**src/rtl/switch_reader.sv**
```systemverilog
// Bus-readable switch/button peripheral: synchronises and debounces raw pads,
// latches button presses into write-1-to-clear flags and raises a level interrupt.
module switch_reader #(
  parameter logic [31:0] BASE     = 32'h20,
  parameter int          SWITCHES = 8,
  parameter int          BUTTONS  = 4,
  parameter int          DEB_BITS = 16
) (
  input  logic                clk,
  input  logic                reset_n,
  input  logic                strobe,
  input  logic                rw,
  input  logic [31:0]         addr,
  input  logic [31:0]         d_in,
  output logic [31:0]         d_out,
  input  logic [SWITCHES-1:0] sw,
  input  logic [BUTTONS-1:0]  btn,
  output logic                pending
);

  localparam int N = SWITCHES + BUTTONS;

  logic [N-1:0]        pads;
  logic [N-1:0]        sync1_q, sync1_d;
  logic [N-1:0]        sync2_q, sync2_d;
  logic [N-1:0]        stable_q, stable_d;
  logic [N-1:0][1:0]   agr_q, agr_d;
  logic [DEB_BITS-1:0] presc_q, presc_d;
  logic                tick;
  logic [BUTTONS-1:0]  flag_q, flag_d;
  logic [BUTTONS-1:0]  press, clear;
  logic                pending_q, pending_d;
  logic [31:0]         d_out_q, d_out_d;
  logic [31:0]         reg0, reg1;
  logic                in_range;
  logic                unused_d_in;

  // Switches occupy the low part of the shared debounce vector, buttons the high part.
  assign pads        = {btn, sw};
  assign unused_d_in = ^d_in[31:BUTTONS];

  always_comb begin
    sync1_d = pads;
    sync2_d = sync1_q;
    presc_d = presc_q + 1'b1;
    tick    = &presc_q;
  end

  // A new level is accepted only on the third consecutive disagreeing tick.
  always_comb begin
    stable_d = stable_q;
    agr_d    = agr_q;
    if (tick) begin
      for (int i = 0; i < N; i++) begin
        if (sync2_q[i] != stable_q[i]) begin
          if (agr_q[i] == 2'd2) begin
            stable_d[i] = sync2_q[i];
            agr_d[i]    = 2'd0;
          end else begin
            agr_d[i] = agr_q[i] + 2'd1;
          end
        end else begin
          agr_d[i] = 2'd0;
        end
      end
    end
  end

  always_comb begin
    in_range  = (addr[31:1] == BASE[31:1]);
    press     = stable_d[SWITCHES +: BUTTONS] & ~stable_q[SWITCHES +: BUTTONS];
    clear     = '0;
    if (strobe && rw && in_range && addr[0]) begin
      clear = d_in[BUTTONS-1:0];
    end
    // A press landing in the same cycle as a clear must not be lost.
    flag_d    = (flag_q & ~clear) | press;
    pending_d = |flag_d;
  end

  always_comb begin
    reg0                    = '0;
    reg0[SWITCHES-1:0]      = stable_q[SWITCHES-1:0];
    reg0[16 +: BUTTONS]     = stable_q[SWITCHES +: BUTTONS];
    reg1                    = '0;
    reg1[BUTTONS-1:0]       = flag_q;
    d_out_d                 = '0;
    if (strobe && !rw && in_range) begin
      d_out_d = addr[0] ? reg1 : reg0;
    end
  end

  always_ff @(posedge clk) begin
    if (!reset_n) begin
      sync1_q   <= '0;
      sync2_q   <= '0;
      stable_q  <= '0;
      agr_q     <= '0;
      presc_q   <= '0;
      flag_q    <= '0;
      pending_q <= 1'b0;
      d_out_q   <= '0;
    end else begin
      sync1_q   <= sync1_d;
      sync2_q   <= sync2_d;
      stable_q  <= stable_d;
      agr_q     <= agr_d;
      presc_q   <= presc_d;
      flag_q    <= flag_d;
      pending_q <= pending_d;
      d_out_q   <= d_out_d;
    end
  end

  assign d_out   = d_out_q;
  assign pending = pending_q;

endmodule
```
**config.mk**
```make
export PLATFORM = sky130hd
export DESIGN_NAME = switch_reader
export DESIGN_NICKNAME = d
export VERILOG_FILES = /design/src/rtl/switch_reader.sv
export SDC_FILE = /design/constraint.sdc
export NUM_CORES = 1
export LEC_CHECK = 0
export ABC_CLOCK_PERIOD_IN_PS = 4300
export BUFFER_PORTS_ARGS = -buffer_cell sky130_fd_sc_hd__buf_2
export CAP_MARGIN = 30
export CELL_PAD_IN_SITES_DETAIL_PLACEMENT = 1
export CELL_PAD_IN_SITES_GLOBAL_PLACEMENT = 2
export CORE_MARGIN = 4
export CORE_UTILIZATION = 33
export DETAILED_ROUTE_END_ITERATION = 8
export PLACE_DENSITY = 0.82
export SLEW_MARGIN = 10
export SYNTH_ARGS = -nofsm -noshare
export SYNTH_HDL_FRONTEND = slang
export SYNTH_SLANG_ARGS = --single-unit
```
**constraint.sdc**
```tcl
create_clock -name clk -period 4.3 [get_ports clk]
set_input_delay 0.43 -clock clk [delete_from_list [all_inputs] [get_ports clk]]
set_output_delay 0.43 -clock clk [all_outputs]
set_load 0.02 [all_outputs]
```
== Word level (Yosys, flattened, before mapping) ==
Cells that the tools add are included.

* Register bits after elaboration: 113
* Latch bits: 0
* Bits in writable memories: 0
* Bits in read-only memories: 0
* Memories: 0

* Add/subtract/negate cells: 13
* Multiply operators: 0
* Div/mod/pow operators: 0
* $lt $le $gt $ge: 0
* Equality and inequality tests: 25
* Shift-type cells: 0
* Multiplexer cells: 51
* Bitwise operators: 7
* Reductions and logical operators: 18

{| class="wikitable"
|+ Operators with widths
! operator !! count
|-
| $reduce_and A18 Y1 || 8
|-
| $mux W2 || 24
|-
| $eq A31 B5 Y1 const B || 1
|-
| $add A2 B1 Y2 const B || 12
|-
| $eq A2 B2 Y1 const B || 12
|-
| $mux W1 || 24
|-
| $add A16 B1 Y16 const B || 1
|-
| $reduce_and A16 Y1 || 1
|-
| $mux W12 || 1
|-
| $ne A1 B1 Y1 || 12
|-
| $and A4 B4 Y4 || 2
|-
| $mux W4 || 2
|-
| $not A4 Y4 || 2
|-
| $logic_and A1 B1 Y1 || 5
|-
| $or A4 B4 Y4 || 1
|-
| $reduce_or A4 Y1 || 1
|-
| $reduce_or A3 Y1 || 1
|-
| $not A1 Y1 || 2
|-
| $reduce_and A2 Y1 || 1
|-
| $logic_not A1 Y1 || 1
|}

== Longest topological paths before layout ==
Gate-level depths: netlist of run 1.

* Word-level depth: 8
* Gate-level depth with buffers: 8

== Worst setup path before layout of run 1 ==
No wires, ideal clock.

* Path type: flip-flop to flip-flop
* From: register presc_q[0]
* To: register stable_q[0]
* Setup time: 128 ps
* Arrival: 1918 ps
* Required time: 4172 ps
* Setup slack: 2254 ps
* Stages on the path, launching flop included: 9
* Buffers on the path: 2
* Period minus slack after synthesis: 2046 ps
* Path through: dfxtp_1 -> ha_1 -> nand4_1 -> or4_4 -> buf_6 -> buf_6 -> nor3b_2 -> mux2i_1 -> nor2_1

* Longest elaborated chain between the ends: 1

{| class="wikitable"
|+ RTL lines
! element !! RTL line !! source
|-
| start: declaration || 28 || <nowiki>logic [DEB_BITS-1:0] presc_q, presc_d;</nowiki>
|-
| start signal: assignment || 108 || <nowiki>presc_q <= presc_d;</nowiki>
|-
| $reduce_and A18 Y1 (no source line) || n/a ||
|-
| end signal: assignment || 106 || <nowiki>stable_q <= stable_d;</nowiki>
|-
| end: declaration || 26 || <nowiki>logic [N-1:0] stable_q, stable_d;</nowiki>
|}

No other way between the ends.
A chain may end at the register's enable or synchronous reset.

== Final worst setup path of run 1 ==
* From: register presc_q[0]
* To: register stable_q[10]

* Longest elaborated chain between the ends: 2

{| class="wikitable"
|+ RTL lines
! element !! RTL line !! source
|-
| $reduce_and A16 Y1 || 46 || <nowiki>tick = &presc_q;</nowiki>
|-
| $mux W12 || 53 || <nowiki>if (tick) begin</nowiki>
|}

No other way between the ends.

==> flow_metrics.py, run 1 <==
metrics = {
    "outcome": {
        "status": "finished clean",
    },
    "worst_setup_path": {
        "r2r-start": "presc_q[0]",
        "path_cells": "ha_1, nand4_1, or4_4, nor3b_1, mux2i_1, nor2_1",
        "cp.arrival_ps": 2650,
        "criticalPathCategory": "flip-flop to flip-flop",
        "critPathRequiredTime_ps": 4540,
        "worst_path_dominant_cell_family": "simple AND/OR/NAND/NOR gates",
        "timing.rr.end": "stable_q[10]",
        "reg2regPathDepth": 6,
        "end_kind": "flip-flop",
        "cpPeakStageDelay_ps": 820,
        "cpMaxStageDelayCell": "or4_4",
        "crit_buf_inv": 0,
        "critPathLaunchType": "flip-flop",
        "ff2ff_setup_slack_ps": 1890,
        "critPathMaxFanout": 48,
    },
    "synthesis": {
        "syn_inst": 366,
        "synth_area_um2": 3660,
        "synth_warnings": 0,
        "ys.flop_type": "dfxtp_1",
        "synth_cell_types": 32,
        "async_flop_share_pct": 0,
        "synth.avg_cell_area_um2": 10.0,
        "synth_edf_count": 0,
        "synth-seq-cells": 93,
        "seq_area_frac_synth_pct": 50.9,
    },
    "floorplan": {
        "placeableCoreArea_um2": 10800,
        "die-area_um2": 12800,
        "start_util_pct": 33.8,
        "die-height_um": 113,
        "rows": 38,
        "io_pins": 113,
        "die_x_um": 113,
    },
    "cells_and_area": {
        "fin_area_um2": 4220,
        "antennaDiodeCount": 0,
        "layout_common_cells": "dfxtp_1 (93), buf_2 (64), nor2_1 (58)",
        "fillers": 1256,
        "fin_cells": 572,
        "layout_commonest_cell": "dfxtp_1",
        "fin_nets": 508,
        "syn_to_final_growth_pct": 15.2,
        "drive_gt1_share_pct": 21.3,
    },
    "sta": {
        "tns_ps": 0,
        "maxSlewViolCount": 0,
        "timing.hold.ws_ps": 265,
        "rsz0062_at_grt": "false",
        "fmax_mhz": 414,
        "finalSetupViolCount": 0,
        "period_minus_slack_ps": 2410,
        "max_slew_margin_pct": 57.9,
        "worst_slew_pin_slew_ps": 630,
        "period_share_pct": 56.2,
        "hold_violations": 0,
        "finClkSkew_ps": 9.06,
    },
    "clock_network": {
        "clk_latency_ps": 370,
        "cts_setup_buffers": 0,
        "cts_resized": 0,
        "cts_buffers": 9,
        "cts.sinks": 93,
        "holdBufCountCts": 0,
        "clk_pin_slew_ps": 90,
        "cts_tree": "done",
        "cts_htree_levels": 3,
        "root_buffer": "clkbuf_8",
        "clockBufferDepth": 2,
    },
    "global_routing": {
        "grt_overflow_total": 0,
        "grtUsageTotal_pct": 12.3,
        "grt_max_degree": 51,
        "antenna_found_initial": 0,
        "grt_pass1_wl_um": 12500,
        "grt_pass1_vias": 2689,
    },
    "place": {
        "place_hpwl_um": 5330,
        "place_congestion": 0.725,
        "placed_cells": 556,
        "placed_cell_area_um2": 4010,
        "io_buffers": 64,
    },
    "detailed_routing": {
        "final_antenna_net_count": 0,
        "first_pass_iters": 4,
        "wl_um": 7470,
        "vias": 2621,
        "route.detailed.drc": 0,
        "vias_per_cell": 4.58,
        "drt_iter0_drc": 72,
        "wire_per_inst_um": 13.1,
    },
    "power": {
        "powerDensity_nw_per_um2": 369,
        "power_leakage_uw": 0.00160,
        "finalPower_uw": 1560,
        "vdd_drop_max_mv": 0.150,
    },
    "worst_hold_path": {
        "min_to": "sync1_q[2]",
        "min_from": "sw[2]",
        "holdPathStages": 2,
        "hp-class": "primary input to flip-flop",
    },
    "flow_run": {
        "max-cap-violations": 0,
    },
}
[state kept, by name, summed over array words and instances (netlist names)]
name,count
pending,1
presc_q,16
stable_q,12
sync2_q,12
d_out,12
flag_q,4
agr_q,24
sync1_q,12
[cell families after synthesis]
group           count (synthesis)  synth area share [%]
fa+ha+maj                       1                 0.342
buf+inv                        36                  6.39
simple gates                  160                  23.7
xor+xnor                       26                  6.22
other cells                     1                 0.102
compound gates                 21                  4.68
flops                          93                  50.9
mux                            28                  7.66
[layer usage]
metal  global-route usage [%]  wire length, um
met1                     15.1             3370
met2                     20.0             3510
met3                     4.12              471
met4                     4.81              119
met5                        0                0
[area by class of cell]
cell class	count	area [um2]	share of cell area, %
Clock inverter	6	70.1	1.66
Timing Repair Buffer	65	328	7.78
Tap cell	140	175	4.16
Multi-Input combinational cell	256	1640	38.8
Inverter	2	7.51	0.178
Sequential cell	93	1860	44.2
Clock buffer	10	138	3.27
[power breakdown]
group	switching [uW]	total [uW]	internal, uW
Clock	314	603	290
Combinational	42.8	72.7	29.9
Sequential	7.25	881	873
[how the worst max path moves through the flow]
stage	startpoint	to	slack [ps]	cells past startpoint
finish	presc_q[0]	stable_q[10]	1890	6
global route	presc_q[0]	stable_q[10]	1680	6
CTS	presc_q[0]	stable_q[10]	1840	6
detailed placement	addr[4]	d_out[17]	1470	6
global placement	addr[4]	d_out[17]	1560	6
floorplan	presc_q[0]	stable_q[0]	2250	8
[metrics by stage]
stage	setup WS, ps	utilization, %
after floorplan	2250	-
after global placement	1560	37.0
after detailed placement	1470	37.0
after CTS	1840	38.9
after global routing	1680	38.9
final	1890	38.9
[cells in the mapped netlist, types with 4 or more instances]
cell,count,area share [%]
and2_1,38,6.5
nor4_1,6,1.0
nor3b_1,8,1.6
a22oi_1,12,2.5
nor2b_1,5,0.85
buf_4,20,4.1
nor3_1,13,1.8
nor3b_2,4,1.4
xor2_1,7,1.7
clkbuf_1,10,1.0
a21bo_2,4,1.1
nand3_1,10,1.4
mux2i_1,28,7.7
dfxtp_1,93,51
o31ai_1,4,0.82
xnor2_1,19,4.5
nor2_1,58,5.9
nand4_1,6,1.0
Power figures use the tool's default switching activity.
==> inputs of run 2 (changes only) <==
--- a/config.mk
+++ b/config.mk
@@ -5,15 +5,15 @@
 export SDC_FILE = /design/constraint.sdc
 export NUM_CORES = 1
 export LEC_CHECK = 0
-export ABC_CLOCK_PERIOD_IN_PS = 4300
+export ABC_CLOCK_PERIOD_IN_PS = 2300
 export BUFFER_PORTS_ARGS = -buffer_cell sky130_fd_sc_hd__buf_2
 export CAP_MARGIN = 30
 export CELL_PAD_IN_SITES_DETAIL_PLACEMENT = 1
 export CELL_PAD_IN_SITES_GLOBAL_PLACEMENT = 2
 export CORE_MARGIN = 4
-export CORE_UTILIZATION = 33
+export CORE_UTILIZATION = 30
 export DETAILED_ROUTE_END_ITERATION = 8
-export PLACE_DENSITY = 0.82
+export PLACE_DENSITY = 0.76
 export SLEW_MARGIN = 10
 export SYNTH_ARGS = -nofsm -noshare
 export SYNTH_HDL_FRONTEND = slang
==> constraint.sdc (replaced) <==
create_clock -name clk -period 2.3 [get_ports clk]
set_input_delay 0.23 -clock clk [delete_from_list [all_inputs] [get_ports clk]]
set_output_delay 0.23 -clock clk [all_outputs]
set_load 0.02 [all_outputs]
==> flow_metrics.py, run 2 (synthesis results as in run 1) <==
metrics = {
    "sta": {
        "fmax_mhz": 476,
        "period_share_pct": 91.3,
        "maxSlewViolCount": 0,
        "finClkSkew_ps": 8.41,
        "finalSetupViolCount": 0,
        "rsz0062_at_grt": "false",
        "hold_violations": 0,
        "tns_ps": 0,
        "period_minus_slack_ps": 2100,
        "worst_slew_pin_slew_ps": 532,
        "max_slew_margin_pct": 64.5,
    },
    "clock_network": {
        "cts.sinks": 93,
        "clk_latency_ps": 340,
        "cts_htree_levels": 3,
        "cts_buffers": 9,
        "clk_pin_slew_ps": 60,
        "cts_setup_buffers": 0,
        "clockBufferDepth": 2,
        "cts_tree": "done",
        "root_buffer": "clkbuf_16",
        "holdBufCountCts": 0,
    },
    "cells_and_area": {
        "fin_nets": 516,
        "antennaDiodeCount": 0,
        "fin_area_um2": 4410,
        "layout_common_cells": "dfxtp_1 (93), buf_2 (64), nor2_1 (58)",
        "regMostFlops": "agr_q",
        "drive_gt1_share_pct": 23.2,
        "layout_commonest_cell": "dfxtp_1",
        "syn_to_final_growth_pct": 20.5,
        "largest_reg_flops": 24,
        "reg.largest.list": "agr_q (24), presc_q (16)",
    },
    "floorplan": {
        "die_x_um": 118,
        "start_util_pct": 30.6,
        "die-height_um": 118,
        "die-area_um2": 14000,
        "io_pins": 113,
        "placeableCoreArea_um2": 12000,
        "rows": 40,
    },
    "detailed_routing": {
        "wl_met3_um": 434,
        "drt_iter0_drc": 94,
        "first_pass_iters": 4,
        "wl_um": 7480,
        "vias_per_cell": 4.55,
        "final_antenna_net_count": 0,
        "wire_per_inst_um": 12.8,
        "vias": 2667,
        "wl_met2_um": 3580,
        "top_layer_used": "met4",
        "route.detailed.drc": 0,
        "wl_met1_um": 3320,
    },
    "worst_setup_path": {
        "crit_buf_inv": 1,
        "worst_path_dominant_cell_family": "simple AND/OR/NAND/NOR gates",
        "end_kind": "flip-flop",
        "cpPeakStageDelay_ps": 510,
        "critPathMaxFanout": 12,
        "path_cells": "ha_1, nand4_1, or4_4, buf_4, nor3b_1, mux2i_1, nor2_1",
        "cpMaxStageDelayCell": "or4_4",
        "cp.arrival_ps": 2310,
        "critPathRequiredTime_ps": 2510,
        "criticalPathCategory": "flip-flop to flip-flop",
        "critPathLaunchType": "flip-flop",
    },
    "flow_run": {
        "max-cap-violations": 0,
    },
    "place": {
        "io_buffers": 64,
        "place_hpwl_um": 5460,
        "placed_cell_area_um2": 4090,
        "place_congestion": 0.714,
    },
    "global_routing": {
        "grt_pass1_vias": 2785,
        "grt_max_degree": 51,
        "grt_pass1_wl_um": 12700,
        "grt_overflow_total": 0,
        "grtUsageTotal_pct": 11.2,
        "antenna_found_initial": 0,
    },
    "worst_hold_path": {
        "hp-class": "primary input to flip-flop",
    },
    "power": {
        "vdd_drop_max_mv": 0.316,
        "powerDensity_nw_per_um2": 743,
        "power_leakage_uw": 0.00169,
    },
    "outcome": {
        "status": "finished clean",
    },
}
==> run 2: cell types whose count changed in the layout (fill, tap and decap cells not counted), sizes merged <==
cell    change
clkinv      -2
clkbuf      +2
buf         +8
inv         -1
==> run 2: report_power, final <==
part	switching (uW)	leakage [uW]	internal (uW)
combinational	80.0	0.000781	58.3
sequential	12.2	0.000755	1630
clock	593	0.000149	898
==> run 2: what timing repair did <==
action | 4_1_cts | 5_1_grt
setup endpoints to repair | 1 | 20
pin swaps | 0 | 1
resized for setup | 1 | 3
==> run 2: metal layers <==
layer / up-vias / global-route usage, %
li1: 1332 / -
met3: 8 / 3.64
met2: 69 / 18.9
met1: 1258 / 13.0
met5: - / 0
met4: 0 / 5.00
==> run 2: final cells by class <==
class                   count  area [um2]
well taps                 147         184
fillers                  1384        7550
flip-flops and latches     93        1860
repair buffers             73         400
multi-input cells         256        1660
inverters                   2        7.51
clock buffers              12         256
clock inverters             3        43.8
==> run 2: final timing paths <==
kind | to | depth (start not counted) | from | slack (ps)
max | stable_q[3] | 7 | presc_q[1] | 200
min | sync1_q[11] | 2 | btn[3] | 100
max reg2reg | stable_q[3] | 7 | presc_q[1] | 200
min reg2reg | sync2_q[6] | 1 | sync1_q[6] | 430
==> run 2: worst register-to-register path: stages, from the launching register on <==
cell and delay (ps):
dfxtp_1 350, ha_1 230, nand4_1 150, or4_4 510, buf_4 220, nor3b_1 250
mux2i_1 220, nor2_1 50
==> run 2: per-stage QoR <==
step                      std cells  power (uW)  hold slack [ps]  utilization, %  setup slack, ps
after CTS                       586        3340             78.9            36.7             39.9
after floorplan                 385        1790              352               -              254
after global routing            586        3420             88.0            36.9             1.19
final                           586        3280             96.6            36.9              199
after detailed placement        571        1820              420            34.2           -0.395
after global placement          571        1820              415            34.2             92.1
==> inputs of run 3 (changes only) <==
--- a/config.mk
+++ b/config.mk
@@ -13,7 +13,8 @@
 export CORE_MARGIN = 4
 export CORE_UTILIZATION = 30
 export DETAILED_ROUTE_END_ITERATION = 8
-export PLACE_DENSITY = 0.76
+export PLACE_DENSITY = 0.75
+export REMOVE_ABC_BUFFERS = 1
 export SLEW_MARGIN = 10
 export SYNTH_ARGS = -nofsm -noshare
 export SYNTH_HDL_FRONTEND = slang
==> flow_metrics.py, run 3 (synthesis results as in run 1) <==
metrics = {
    "outcome": {
        "status": "finished clean",
    },
    "detailed_routing": {
        "first_pass_iters": 6,
        "wl_met2_um": 3900,
        "vias": 2675,
        "route.detailed.drc": 0,
        "vias_per_cell": 4.55,
        "top_layer_used": "met4",
        "drt_iter0_drc": 82,
        "wire_per_inst_um": 13.1,
        "wl_met1_um": 3360,
        "wl_met3_um": 246,
        "final_antenna_net_count": 0,
        "wl_um": 7720,
    },
    "cells_and_area": {
        "largest_reg_flops": 24,
        "fin_cells": 588,
        "antennaDiodeCount": 0,
        "regMostFlops": "agr_q",
        "layout_commonest_cell": "dfxtp_1",
        "fin_nets": 519,
        "syn_to_final_growth_pct": 20.1,
        "finalCoreUtilization_pct": 36.8,
        "layout_common_cells": "dfxtp_1 (93), buf_2 (64), nor2_1 (58)",
        "reg.largest.list": "agr_q (24), presc_q (16)",
        "drive_gt1_share_pct": 22.9,
    },
    "sta": {
        "fmax_mhz": 482,
        "max_slew_margin_pct": 64.8,
        "tns_ps": 0,
        "rsz0062_at_grt": "false",
        "period_minus_slack_ps": 2070,
        "finClkSkew_ps": 7.26,
        "maxSlewViolCount": 0,
        "finalSetupViolCount": 0,
        "hold_violations": 0,
        "worst_slew_pin_slew_ps": 528,
        "period_share_pct": 90.1,
    },
    "floorplan": {
        "io_pins": 113,
        "start_util_pct": 30.6,
        "die_x_um": 118,
        "die-area_um2": 14000,
        "placeableCoreArea_um2": 12000,
        "rows": 40,
        "die-height_um": 118,
    },
    "worst_setup_path": {
        "criticalPathCategory": "flip-flop to flip-flop",
        "end_kind": "flip-flop",
        "cp.arrival_ps": 2280,
        "critPathLaunchType": "flip-flop",
        "worst_path_dominant_cell_family": "simple AND/OR/NAND/NOR gates",
        "path_cells": "ha_1, nand4_1, or4_4, buf_4, nor3b_1, mux2i_1, nor2_1",
        "critPathRequiredTime_ps": 2500,
        "cpMaxStageDelayCell": "or4_4",
        "cpPeakStageDelay_ps": 540,
        "crit_buf_inv": 1,
        "critPathMaxFanout": 10,
    },
    "clock_network": {
        "cts_buffers": 9,
        "cts_setup_buffers": 0,
        "clk_latency_ps": 340,
        "cts_htree_levels": 3,
        "root_buffer": "clkbuf_16",
        "clk_pin_slew_ps": 60,
        "cts_tree": "done",
        "cts_resized": 0,
        "cts.sinks": 93,
        "holdBufCountCts": 0,
        "clockBufferDepth": 2,
    },
    "global_routing": {
        "grt_pass1_vias": 2703,
        "grt_max_degree": 51,
        "grtUsageTotal_pct": 11.4,
        "grt_overflow_total": 0,
        "grt_pass1_wl_um": 12700,
        "antenna_found_initial": 0,
    },
    "flow_run": {
        "max-cap-violations": 0,
    },
    "place": {
        "placed_cells": 574,
        "place_hpwl_um": 5640,
        "place_congestion": 0.767,
        "io_buffers": 64,
    },
    "power": {
        "sw_frac_of_total_pct": 21.0,
        "comb_power_share_pct": 4.4,
        "powerDensity_nw_per_um2": 729,
        "p_seq_share_pct": 51.4,
        "switchingPower_uw": 673,
        "power_leakage_uw": 0.00169,
        "clockPowerShare_pct": 44.2,
        "vdd_drop_max_mv": 0.259,
        "p_int_uw": 2530,
    },
    "worst_hold_path": {
        "hp-class": "primary input to flip-flop",
    },
}
==> run 3: changes by cell type in the layout (fill, tap and decap cells not counted), moves of 2 or more <==
cell / change
nor3b_1: +4
nor3b_2: -4
buf_4: +3
clkbuf_8: +2
==> run 3: area by class of cell <==
class	count	area, um2
Timing Repair Buffer	76	423
Sequential cell	93	1860
Clock inverter	1	5.00
Tap cell	147	184
Multi-Input combinational cell	256	1640
Clock buffer	13	280
Fill cell	1389	7560
Inverter	2	7.51
==> run 3: per-stage QoR <==
stage	power, uW	area [um2]	setup slack (ps)	hold WS, ps
finish	3200	4400	227	94.3
floorplan	1750	3500	115	352
global placement	1820	4110	131	417
global route	3340	4400	27.6	88.5
detailed placement	1830	4110	76.1	423
CTS	3260	4400	58.0	80.5
==> run 3: power by group through the flow <==
stage               Combinational [uW]  Sequential [uW]  Clock (uW)
floorplan                         70.2             1680           0
global placement                   139             1680           0
CTS                                143             1650        1470
finish                             140             1650        1420
detailed placement                 143             1680           0
global route                       156             1650        1540
==> run 3: routing by layer <==
layer	vias to the layer above	global-route usage (%)
met1	1279	13.3
met4	0	6.15
li1	1338	-
met3	18	2.25
met5	-	0
met2	40	19.5
==> run 3: worst register-to-register path, cell delays in order, from the launching register on <==
cell,delay (ps)
dfxtp_1,350
ha_1,180
nand4_1,140
or4_4,540
buf_4,210
nor3b_1,260
mux2i_1,210
nor2_1,50
==> run 3: path summary, 6_finish.rpt <==
path,depth (start not counted),end,start,slack [ps]
setup / recovery,7,stable_q[5],presc_q[1],230
hold / removal,2,sync1_q[5],sw[5],90
setup reg to reg,7,stable_q[5],presc_q[1],230
hold reg to reg,1,sync2_q[3],sync1_q[3],430
